==> config.mk <==
export PLATFORM = sky130hd
export DESIGN_NAME = m72_video_timing_flat
export DESIGN_NICKNAME = d
export VERILOG_FILES = /design/src/rtl/m72_video_timing_if.sv /design/src/rtl/m72_video_timing.sv /design/src/flat_wrapper.sv
export SDC_FILE = /design/constraint.sdc
export NUM_CORES = 1
export LEC_CHECK = 0
export ABC_AREA = 1
export CAP_MARGIN = 40
export CORE_ASPECT_RATIO = 0.8
export CORE_MARGIN = 2
export CORE_UTILIZATION = 50
export CTS_BUF_LIST = sky130_fd_sc_hd__clkbuf_8
export DETAILED_ROUTE_END_ITERATION = 7
export HOLD_SLACK_MARGIN = 0.15
export PLACE_DENSITY_LB_ADDON = 0.15
export SETUP_SLACK_MARGIN = 0.1
export SYNTH_ARGS = -nofsm -noshare
export SYNTH_HDL_FRONTEND = slang
export SYNTH_SLANG_ARGS = --single-unit
==> constraint.sdc <==
create_clock -name CLK_32M -period 2.9 [get_ports CLK_32M]
set_clock_uncertainty 0.2 [all_clocks]
set_input_delay 0.58 -clock CLK_32M [delete_from_list [all_inputs] [get_ports CLK_32M]]
set_output_delay 0.58 -clock CLK_32M [all_outputs]
set_load 0.01 [all_outputs]
==> src/rtl/m72_video_timing_if.sv <==
// Bus bundle for the M72 video timing block: CPU I/O write port,
// interrupt acknowledge, and all timing/interrupt outputs.
interface m72_video_timing_if;
  logic [15:0] DIN;
  logic [19:1] A;
  logic [1:0]  BYTE_SEL;
  logic        IOWR;
  logic [1:0]  IRQ_ACK;
  logic        DCLK;
  logic [9:0]  HE;
  logic [8:0]  VE;
  logic        HBLANK;
  logic        VBLANK;
  logic        HSYNC;
  logic        VSYNC;
  logic [1:0]  IRQ;

  // CPU / system side
  modport master (
    output DIN, A, BYTE_SEL, IOWR, IRQ_ACK,
    input  DCLK, HE, VE, HBLANK, VBLANK, HSYNC, VSYNC, IRQ
  );

  // Timing generator side
  modport slave (
    input  DIN, A, BYTE_SEL, IOWR, IRQ_ACK,
    output DCLK, HE, VE, HBLANK, VBLANK, HSYNC, VSYNC, IRQ
  );
endinterface

==> src/rtl/m72_video_timing.sv <==
// M72 video timing generator: 8 MHz dot enable from a 32 MHz clock,
// horizontal/vertical counters, blank/sync windows, and VBLANK/raster
// interrupts with a CPU-programmable raster line.
module m72_video_timing #(
  parameter int HTOTAL     = 512,
  parameter int HVIS_START = 64,
  parameter int HVIS_END   = 448,
  parameter int HS_START   = 472,
  parameter int HS_END     = 504,
  parameter int VTOTAL     = 284,
  parameter int VVIS_END   = 256,
  parameter int VS_START   = 268,
  parameter int VS_END     = 271
) (
  input  logic                CLK_32M,
  input  logic                reset,
  m72_video_timing_if.slave   bus
);

  localparam logic [9:0] H_LAST  = 10'(HTOTAL - 1);
  localparam logic [9:0] H_VS    = 10'(HVIS_START);
  localparam logic [9:0] H_VE    = 10'(HVIS_END);
  localparam logic [9:0] H_SS    = 10'(HS_START);
  localparam logic [9:0] H_SE    = 10'(HS_END);
  localparam logic [8:0] V_LAST  = 9'(VTOTAL - 1);
  localparam logic [8:0] V_VE    = 9'(VVIS_END);
  localparam logic [8:0] V_SS    = 9'(VS_START);
  localparam logic [8:0] V_SE    = 9'(VS_END);
  localparam logic [9:0] V_TOT10 = 10'(VTOTAL);

  logic [1:0] div;
  logic       dclk;
  logic [9:0] he;
  logic [9:0] he_nxt;
  logic [8:0] ve;
  logic [8:0] ve_nxt;
  logic       hblank;
  logic       vblank;
  logic       hsync;
  logic       vsync;
  logic [8:0] raster;
  logic [1:0] irq;
  logic       raster_wr;
  logic       raster_ok;
  logic       set_vbl;
  logic       set_ras;
  logic       unused_bits;

  assign unused_bits = ^{bus.A[19:8], bus.DIN[15:9]};

  // Divide by four; the enable is registered so it lines up with the counter edge
  always_ff @(posedge CLK_32M or posedge reset) begin
    if (reset) begin
      div  <= 2'd0;
      dclk <= 1'b0;
    end else begin
      div  <= div + 2'd1;
      dclk <= (div == 2'd3);
    end
  end

  // Next dot/line position; only meaningful on a dot-enable cycle
  always_comb begin
    he_nxt = he;
    ve_nxt = ve;
    if (dclk) begin
      if (he == H_LAST) begin
        he_nxt = 10'd0;
        ve_nxt = (ve == V_LAST) ? 9'd0 : ve + 9'd1;
      end else begin
        he_nxt = he + 10'd1;
      end
    end
  end

  // Counters and decoded windows are registered together so they change on the same edge
  always_ff @(posedge CLK_32M or posedge reset) begin
    if (reset) begin
      he     <= 10'd0;
      ve     <= 9'd0;
      hblank <= 1'b1;
      vblank <= 1'b0;
      hsync  <= 1'b0;
      vsync  <= 1'b0;
    end else if (dclk) begin
      he     <= he_nxt;
      ve     <= ve_nxt;
      hblank <= (he_nxt < H_VS) || (he_nxt >= H_VE);
      vblank <= (ve_nxt >= V_VE);
      hsync  <= (he_nxt >= H_SS) && (he_nxt < H_SE);
      vsync  <= (ve_nxt >= V_SS) && (ve_nxt < V_SE);
    end
  end

  // Interrupt set conditions look at the position being stepped to, using the current raster
  always_comb begin
    raster_wr = bus.IOWR && (bus.A[7:1] == 7'b0000011);
    raster_ok = ({1'b0, raster} < V_TOT10);
    set_vbl   = dclk && (he_nxt == 10'd0) && (ve_nxt == V_VE);
    set_ras   = dclk && raster_ok && (he_nxt == H_VS) && (ve_nxt == raster);
  end

  // Raster line register with per-byte-lane writes
  always_ff @(posedge CLK_32M or posedge reset) begin
    if (reset) begin
      raster <= 9'h1FF;
    end else if (raster_wr) begin
      if (bus.BYTE_SEL[0]) raster[7:0] <= bus.DIN[7:0];
      if (bus.BYTE_SEL[1]) raster[8]   <= bus.DIN[8];
    end
  end

  // Level interrupts: a set in the same cycle as an acknowledge takes priority
  always_ff @(posedge CLK_32M or posedge reset) begin
    if (reset) begin
      irq <= 2'b00;
    end else begin
      irq[0] <= set_vbl | (irq[0] & ~bus.IRQ_ACK[0]);
      irq[1] <= set_ras | (irq[1] & ~bus.IRQ_ACK[1]);
    end
  end

  assign bus.DCLK   = dclk;
  assign bus.HE     = he;
  assign bus.VE     = ve;
  assign bus.HBLANK = hblank;
  assign bus.VBLANK = vblank;
  assign bus.HSYNC  = hsync;
  assign bus.VSYNC  = vsync;
  assign bus.IRQ    = irq;

endmodule

==> src/flat_wrapper.sv <==
// flat-port wrapper written by rule: the top's interface ports become plain ports
module m72_video_timing_flat 
#(
  parameter int HTOTAL     = 512,
  parameter int HVIS_START = 64,
  parameter int HVIS_END   = 448,
  parameter int HS_START   = 472,
  parameter int HS_END     = 504,
  parameter int VTOTAL     = 284,
  parameter int VVIS_END   = 256,
  parameter int VS_START   = 268,
  parameter int VS_END     = 271
)
  (CLK_32M, reset, bus_DIN, bus_A, bus_BYTE_SEL, bus_IOWR, bus_IRQ_ACK, bus_DCLK, bus_HE, bus_VE, bus_HBLANK, bus_VBLANK, bus_HSYNC, bus_VSYNC, bus_IRQ);
  m72_video_timing_if bus_i ();
  input  logic CLK_32M;
  input  logic reset;
  input wire logic [$bits(bus_i.DIN)-1:0] bus_DIN;
  input wire logic [$bits(bus_i.A)-1:0] bus_A;
  input wire logic [$bits(bus_i.BYTE_SEL)-1:0] bus_BYTE_SEL;
  input wire logic [$bits(bus_i.IOWR)-1:0] bus_IOWR;
  input wire logic [$bits(bus_i.IRQ_ACK)-1:0] bus_IRQ_ACK;
  output wire logic [$bits(bus_i.DCLK)-1:0] bus_DCLK;
  output wire logic [$bits(bus_i.HE)-1:0] bus_HE;
  output wire logic [$bits(bus_i.VE)-1:0] bus_VE;
  output wire logic [$bits(bus_i.HBLANK)-1:0] bus_HBLANK;
  output wire logic [$bits(bus_i.VBLANK)-1:0] bus_VBLANK;
  output wire logic [$bits(bus_i.HSYNC)-1:0] bus_HSYNC;
  output wire logic [$bits(bus_i.VSYNC)-1:0] bus_VSYNC;
  output wire logic [$bits(bus_i.IRQ)-1:0] bus_IRQ;
  assign bus_i.DIN = bus_DIN;
  assign bus_i.A = bus_A;
  assign bus_i.BYTE_SEL = bus_BYTE_SEL;
  assign bus_i.IOWR = bus_IOWR;
  assign bus_i.IRQ_ACK = bus_IRQ_ACK;
  assign bus_DCLK = bus_i.DCLK;
  assign bus_HE = bus_i.HE;
  assign bus_VE = bus_i.VE;
  assign bus_HBLANK = bus_i.HBLANK;
  assign bus_VBLANK = bus_i.VBLANK;
  assign bus_HSYNC = bus_i.HSYNC;
  assign bus_VSYNC = bus_i.VSYNC;
  assign bus_IRQ = bus_i.IRQ;
  m72_video_timing #(.HTOTAL(HTOTAL), .HVIS_START(HVIS_START), .HVIS_END(HVIS_END), .HS_START(HS_START), .HS_END(HS_END), .VTOTAL(VTOTAL), .VVIS_END(VVIS_END), .VS_START(VS_START), .VS_END(VS_END)) u_core (.CLK_32M(CLK_32M), .reset(reset), .bus(bus_i));
endmodule
==> flow_summary_export.csv <==
group,metric,value,unit
power_and_ir_drop,intPower,730,uW
floorplanning,io_pins,68,
drt,drtIter0Drc,133,
placement,portBuffers,48,
critical_path,crit_path_frequent_cell,"nand2_1",
clock_tree,cts-hold-fix-buffers,0,
global_routing,grt_max_degree,38,
synth,synthCells,321,
clock_tree,tritoncts,"built",
critical_path,worstSetupPathType,"reg2reg",
synth,yosysWarnings,0,
layout,final_cell_mix,"nand2_1 (105), clkdlybuf4s50_1 (48), inv_1 (47)",
power_and_ir_drop,seq_power_share,55.6,%
power_and_ir_drop,power.share.switching,23.4,%
critical_path,arrival,2.59,ns
critical_path,worstSetupStartpointType,"register",
sta,period_share,89.0,%
floorplanning,dieArea,5030,um^2
critical_path,cp_slowest_cell,"dfrtp_1",
critical_path,worst_path_largest_cell_delay,0.54,ns
global_routing,grt_pass1_wl,9020,um
synth,syn-num-nets,366,
placement,dp_hpwl,4020,um
critical_path,worstSetupEndpointType,"register",
power_and_ir_drop,power_switching,224,uW
drt,wl_per_cell,12.0,um
synth,synth.distinct_cells,26,
synth,syn_area_per_cell,6.97,um^2
clock_tree,clock-sinks,37,
sta,setup-tns-final,0,ns
drt,postRouteAntennaNets,0,
power_and_ir_drop,finalPower,954,uW
placement,gp_congestion,0.885,
layout,diodes,0,
clock_tree,cts_inserted_buffers,5,
power_and_ir_drop,power_density,331,nW/um^2
floorplanning,start_util,52.9,%
layout,syn_to_final_growth,28.7,%
clock_tree,cts.path.max_buffers,2,
drt,drtPass1Iterations,5,
hold_path,min_path_type,"reg2reg",
critical_path,path_cells,"ha_1 > nand3_2 > nor2_4 > nand3_4 > clkinv_1 > nand2_1 > nand2_1 > inv_1 > nor2_1 > nand2_1 > or2_1 > o21ai_2",
sta,worstMarginPinSlew,0.533,ns
run,drv_cap,0,
layout,nets,420,
critical_path,required,2.91,ns
sta,rsz0062_at_grt,"no",
sta,min_period,2.58,ns
global_routing,antenna_found_initial,0,
power_and_ir_drop,p_comb_share,6.0,%
floorplanning,die_w,78.8,um
power_and_ir_drop,peakVddDrop,310,uV
drt,via_per_inst,5.00,
global_routing,grt_usage,22.9,%
floorplanning,die_y,63.8,um
critical_path,crit_family,"simple AND/OR/NAND/NOR gates",
sta,fmax,388,MHz
sta,slew_viol_final,0,
layout,fin_cells,433,
floorplanning,num_rows,21,
power_and_ir_drop,p_leak,0.00145,uW
drt,drcViolationCount,0,
run_status,run_status,"finished clean",
clock_tree,post_cts.repair.setup_buffers,0,
drt,via_count,2164,
synth,synthesis.area,2240,um^2
sta,setup_viol,0,
layout,drive_gt1_share,9.84,%
critical_path,crit_fanout,12,
power_and_ir_drop,p_clk_share,38.4,%
global_routing,globalRouteOverflowTotal,0,
synth,ys_seq_elements,37,
clock_tree,clk_latency,0.29,ns
synth,synth.yosys.seq_area_share,41.9,%
clock_tree,cts.clk_slew.worst_paths,0.08,ns
global_routing,grt_pass1_vias,1961,
drt,routed_wl,5190,um
sta,hold_violations,0,
clock_tree,cts_root_buf,"clkbuf_8",
placement,placed_cells,425,
layout,final_common_cell,"nand2_1",
critical_path,crit_buf_inv,2,
sta,relSlewSlack,64.1,%
clock_tree,ctsResizeCount,0,
floorplanning,core_area,4230,um^2
layout,final_util,68.1,%
clock_tree,htree_num_levels,2,
-- cell type report --
type,count,area (um^2)
Timing Repair Buffer,51,503
Fill cell,354,1350
Clock buffer,5,68.8
Multi-Input combinational cell,231,1090
Tap cell,57,71.3
Inverter,49,184
Sequential cell,37,938
Clock inverter,3,22.5
-- logic make-up after synthesis --
kind of cell | after synthesis | synth area share, %
AO/OA/AOI/OAI | 18 | 4.30
AND/OR/NAND/NOR | 208 | 42.0
buffers and inverters | 53 | 9.28
XOR/XNOR | 2 | 0.783
adder cells (fa/ha/maj) | 3 | 1.68
flip-flops | 37 | 41.9
-- state kept, by name (all words and copies together) (netlist names) --
register / flops
u_core.bus.VSYNC: 1
u_core.div: 2
u_core.bus.HE: 10
u_core.bus.DCLK: 1
u_core.bus.HBLANK: 1
u_core.bus.IRQ: 2
u_core.bus.VBLANK: 1
u_core.raster: 9
u_core.bus.VE: 9
u_core.bus.HSYNC: 1
-- synthesized netlist by cell type --
master | n | area, um^2
a21oi_1 | 12 | 60.1
o21a_1 | 1 | 7.51
dfrtp_1 | 27 | 676
nand2_2 | 7 | 43.8
ha_1 | 3 | 37.5
nor2_4 | 2 | 22.5
nand4_1 | 15 | 93.8
nand3_4 | 1 | 17.5
buf_6 | 1 | 11.3
and3b_1 | 1 | 8.76
clkbuf_1 | 2 | 7.51
o21ai_2 | 1 | 8.76
nor2_1 | 37 | 139
buf_2 | 1 | 5.00
o21ai_0 | 4 | 20.0
clkinv_1 | 2 | 7.51
inv_1 | 47 | 176
nand2_1 | 105 | 394
nand2_4 | 2 | 22.5
nor2_2 | 2 | 12.5
nand3_2 | 1 | 10.0
nor3_1 | 4 | 20.0
nand3_1 | 30 | 150
xor2_1 | 2 | 17.5
dfstp_2 | 10 | 263
or2_1 | 1 | 6.26
-- stage by stage --
| stage | setup slack, ns | hold WS (ns) | area, um^2 |
|---|---|---|---|
| 2_1_floorplan | 0.849 | 0.201 | 2240 |
| 3_3_place_gp | 0.434 | 0.214 | 2790 |
| 3_5_place_dp | 0.354 | 0.225 | 2790 |
| 4_1_cts | 0.353 | 0.237 | 2880 |
| 5_1_grt | 0.104 | 0.263 | 2880 |
| 6_report | 0.320 | 0.228 | 2880 |
-- layer usage --
layer,track usage (%),routed length [um],vias to the layer above
li1,-,-,1123
met1,33.9,2540,952
met2,33.5,2240,87
met3,6.21,387,2
met4,5.04,24,0
met5,0,0,-
-- path summary, 6_finish.rpt --
check / slack [ns] / endpoint / depth (start not counted) / from
max: 0.32 / u_core.bus.VSYNC / 12 / u_core.bus.HE[0]
min: 0.23 / u_core.div[0] / 1 / u_core.div[0]
max reg2reg: 0.32 / u_core.bus.VSYNC / 12 / u_core.bus.HE[0]
min reg2reg: 0.23 / u_core.div[0] / 1 / u_core.div[0]
max in group asynchronous: 1.65 / u_core.raster[2] / 3 / reset
min in group asynchronous: 0.49 / u_core.div[0] / 3 / reset
-- power by group through the flow --
stage	sequential, uW	clock, uW	combinational, uW
2_1_floorplan	539	0	21.7
3_3_place_gp	540	0	57.0
3_5_place_dp	540	0	57.6
4_1_cts	530	371	57.8
5_1_grt	531	404	64.1
6_report	530	367	57.2
(Power assumes the default switching activity.)
==> variant, RTL diff (config.mk and constraints unchanged) <==
Reset style: synchronous (`reset`), changed in 4 clocked blocks.
--- a/src/rtl/m72_video_timing.sv
+++ b/src/rtl/m72_video_timing.sv
@@ -49,7 +49,7 @@
   assign unused_bits = ^{bus.A[19:8], bus.DIN[15:9]};
 
   // Divide by four; the enable is registered so it lines up with the counter edge
-  always_ff @(posedge CLK_32M or posedge reset) begin
+  always_ff @(posedge CLK_32M) begin
     if (reset) begin
       div  <= 2'd0;
       dclk <= 1'b0;
@@ -74,7 +74,7 @@
   end
 
   // Counters and decoded windows are registered together so they change on the same edge
-  always_ff @(posedge CLK_32M or posedge reset) begin
+  always_ff @(posedge CLK_32M) begin
     if (reset) begin
       he     <= 10'd0;
       ve     <= 9'd0;
@@ -101,7 +101,7 @@
   end
 
   // Raster line register with per-byte-lane writes
-  always_ff @(posedge CLK_32M or posedge reset) begin
+  always_ff @(posedge CLK_32M) begin
     if (reset) begin
       raster <= 9'h1FF;
     end else if (raster_wr) begin
@@ -111,7 +111,7 @@
   end
 
   // Level interrupts: a set in the same cycle as an acknowledge takes priority
-  always_ff @(posedge CLK_32M or posedge reset) begin
+  always_ff @(posedge CLK_32M) begin
     if (reset) begin
       irq <= 2'b00;
     end else begin
Behaviour: differs if reset is asserted again (counterexample within 10 cycles, from zero or initial values and one cycle with reset high); with reset held inactive, the same outputs for 10 cycles.
==> variant against the original RTL <==
  * Sequential cell count did not move
  * Highest routed layer unchanged
  * Synthesized cell count rose by 6.9%
  * Routed wire length rose by 4.7%
  * Largest power group unchanged
  * Clock power rose by 3%
  * Largest cell class unchanged
  * Setup slack improved by 0.26 ns
  * Power fell by 0.37%
  * Die area fell by 3.7%
  * Area after synthesis fell by 3.9%
  * Cell area fell by 3.4%
==> variant: results (changes against the original RTL) <==
metric;value;unit;change
holdWs;0.227;ns;-0.000987 ns
seq_cell_count;37;;unchanged
crit_fanout;5;;-7
nonClkBufAreaFrac;17.8;%;+0.35 points
inverters;44;;-10%
grt_max_degree;23;;-39%
rrSetupSlack;0.58;ns;+0.26 ns
pre_cts_ws;0.652;ns;+0.299 ns
grtUsageMet1;35.2;%;+1.3 points
first_iter_violations;161;;+21%
slew-limit-headroom;77.6;%;+14 points
place.gp.congestion;0.966;;+9.1%
power.leakage;1.27;nW;-12%
status;finished, final reports clean;;
place_hpwl;4230;microns;+5.3%
finalWirelength;5440;microns;+4.7%
dr.pass1.iters;4;;-1
synth_ff_type;dfxtp_1;;
multi_input_area;1220;sq um;+11%
clkCellAreaFrac;3.24;%;+0.068 points
synth_fp_nets;388;;+6.0%
layout.nets;439;;+4.5%
irDropWorstVdd;0.000337;V;+8.5%
vias;2301;;+6.3%
clk_latency;0.31;ns;+0.02 ns
fin_crit;2.32;ns;-0.256 ns
avgSynthCellArea;6.27;sq um;-10%
grt_use_met3;6.36;%;+0.14 points
fillers;400;;+13%
grt_pass1_wl;9660;microns;+7.1%
stdcell_count;452;;+4.4%
multi_input_gates;256;;+11%
sh_seq_area;26.6;%;-5.9 points
grt_usage;24.8;%;+1.9 points
cpMaxStageDelayCell;dfxtp_1;;
ys_top_cells_by_area;dfxtp_1 34%, nand2_1 17%, nand3_1 11%;;
[variant: cell count changes in the layout (fill, tap and decap cells not counted), sizes merged, moves of 4 or more]
cell and delta:
nor2 +17, nand2 -10, dfxtp +37, nand3 +18, dfrtp -27, nand3b +4
dfstp -10, inv -4, nand4 -9
[variant: path summary, 6_finish.rpt]
kind | start | endpoint | cells after the start
setup / recovery | u_core.bus.VE[1] | u_core.bus.IRQ[0] | 11
hold / removal | u_core.div[0] | u_core.div[0] | 1
setup reg to reg | u_core.bus.VE[1] | u_core.bus.IRQ[0] | 11
hold reg to reg | u_core.div[0] | u_core.div[0] | 1
[variant: through the flow]
| step | instance area, sq um | total power, W | utilization, % |
|---|---|---|---|
| 3_3_place_gp | 2690 | 0.000584 | 64.8 |
| 6_report | 2780 | 0.000951 | 67.0 |
| 3_5_place_dp | 2690 | 0.000585 | 64.8 |
| 2_1_floorplan | 2150 | 0.000547 | - |
| 4_1_cts | 2780 | 0.000955 | 67.0 |
| 5_1_grt | 2780 | 0.000983 | 67.0 |
[variant: report_power, final]
part / total [W] / internal [W] / switching [W]
clock: 0.000378 / 0.000170 / 0.000207
combinational: 0.0000570 / 0.0000349 / 0.0000221
sequential: 0.000516 / 0.000512 / 0.00000346
total: 0.000951 / 0.000718 / 0.000233
[variant: per-layer routing]
layer | routed length (microns) | up-vias
met4 | 87 | 0
met1 | 2630 | 1022
li1 | - | 1188
met5 | 0 | -
met2 | 2260 | 83
met3 | 456 | 8
[variant: kinds of logic (layout without fill, tap and decap cells)]
group                      after synthesis  count (layout)  synth area share [%]
adders and majority gates                3               3                  1.75
AOI/OAI and AO/OA                       20              20                  4.77
DFF                                     37              37                  34.4
xor gates and xnor gates                 4               4                  1.63
and+or+nand+nor                        229             229                  48.5
buffers and inverters                   50             102                  8.96
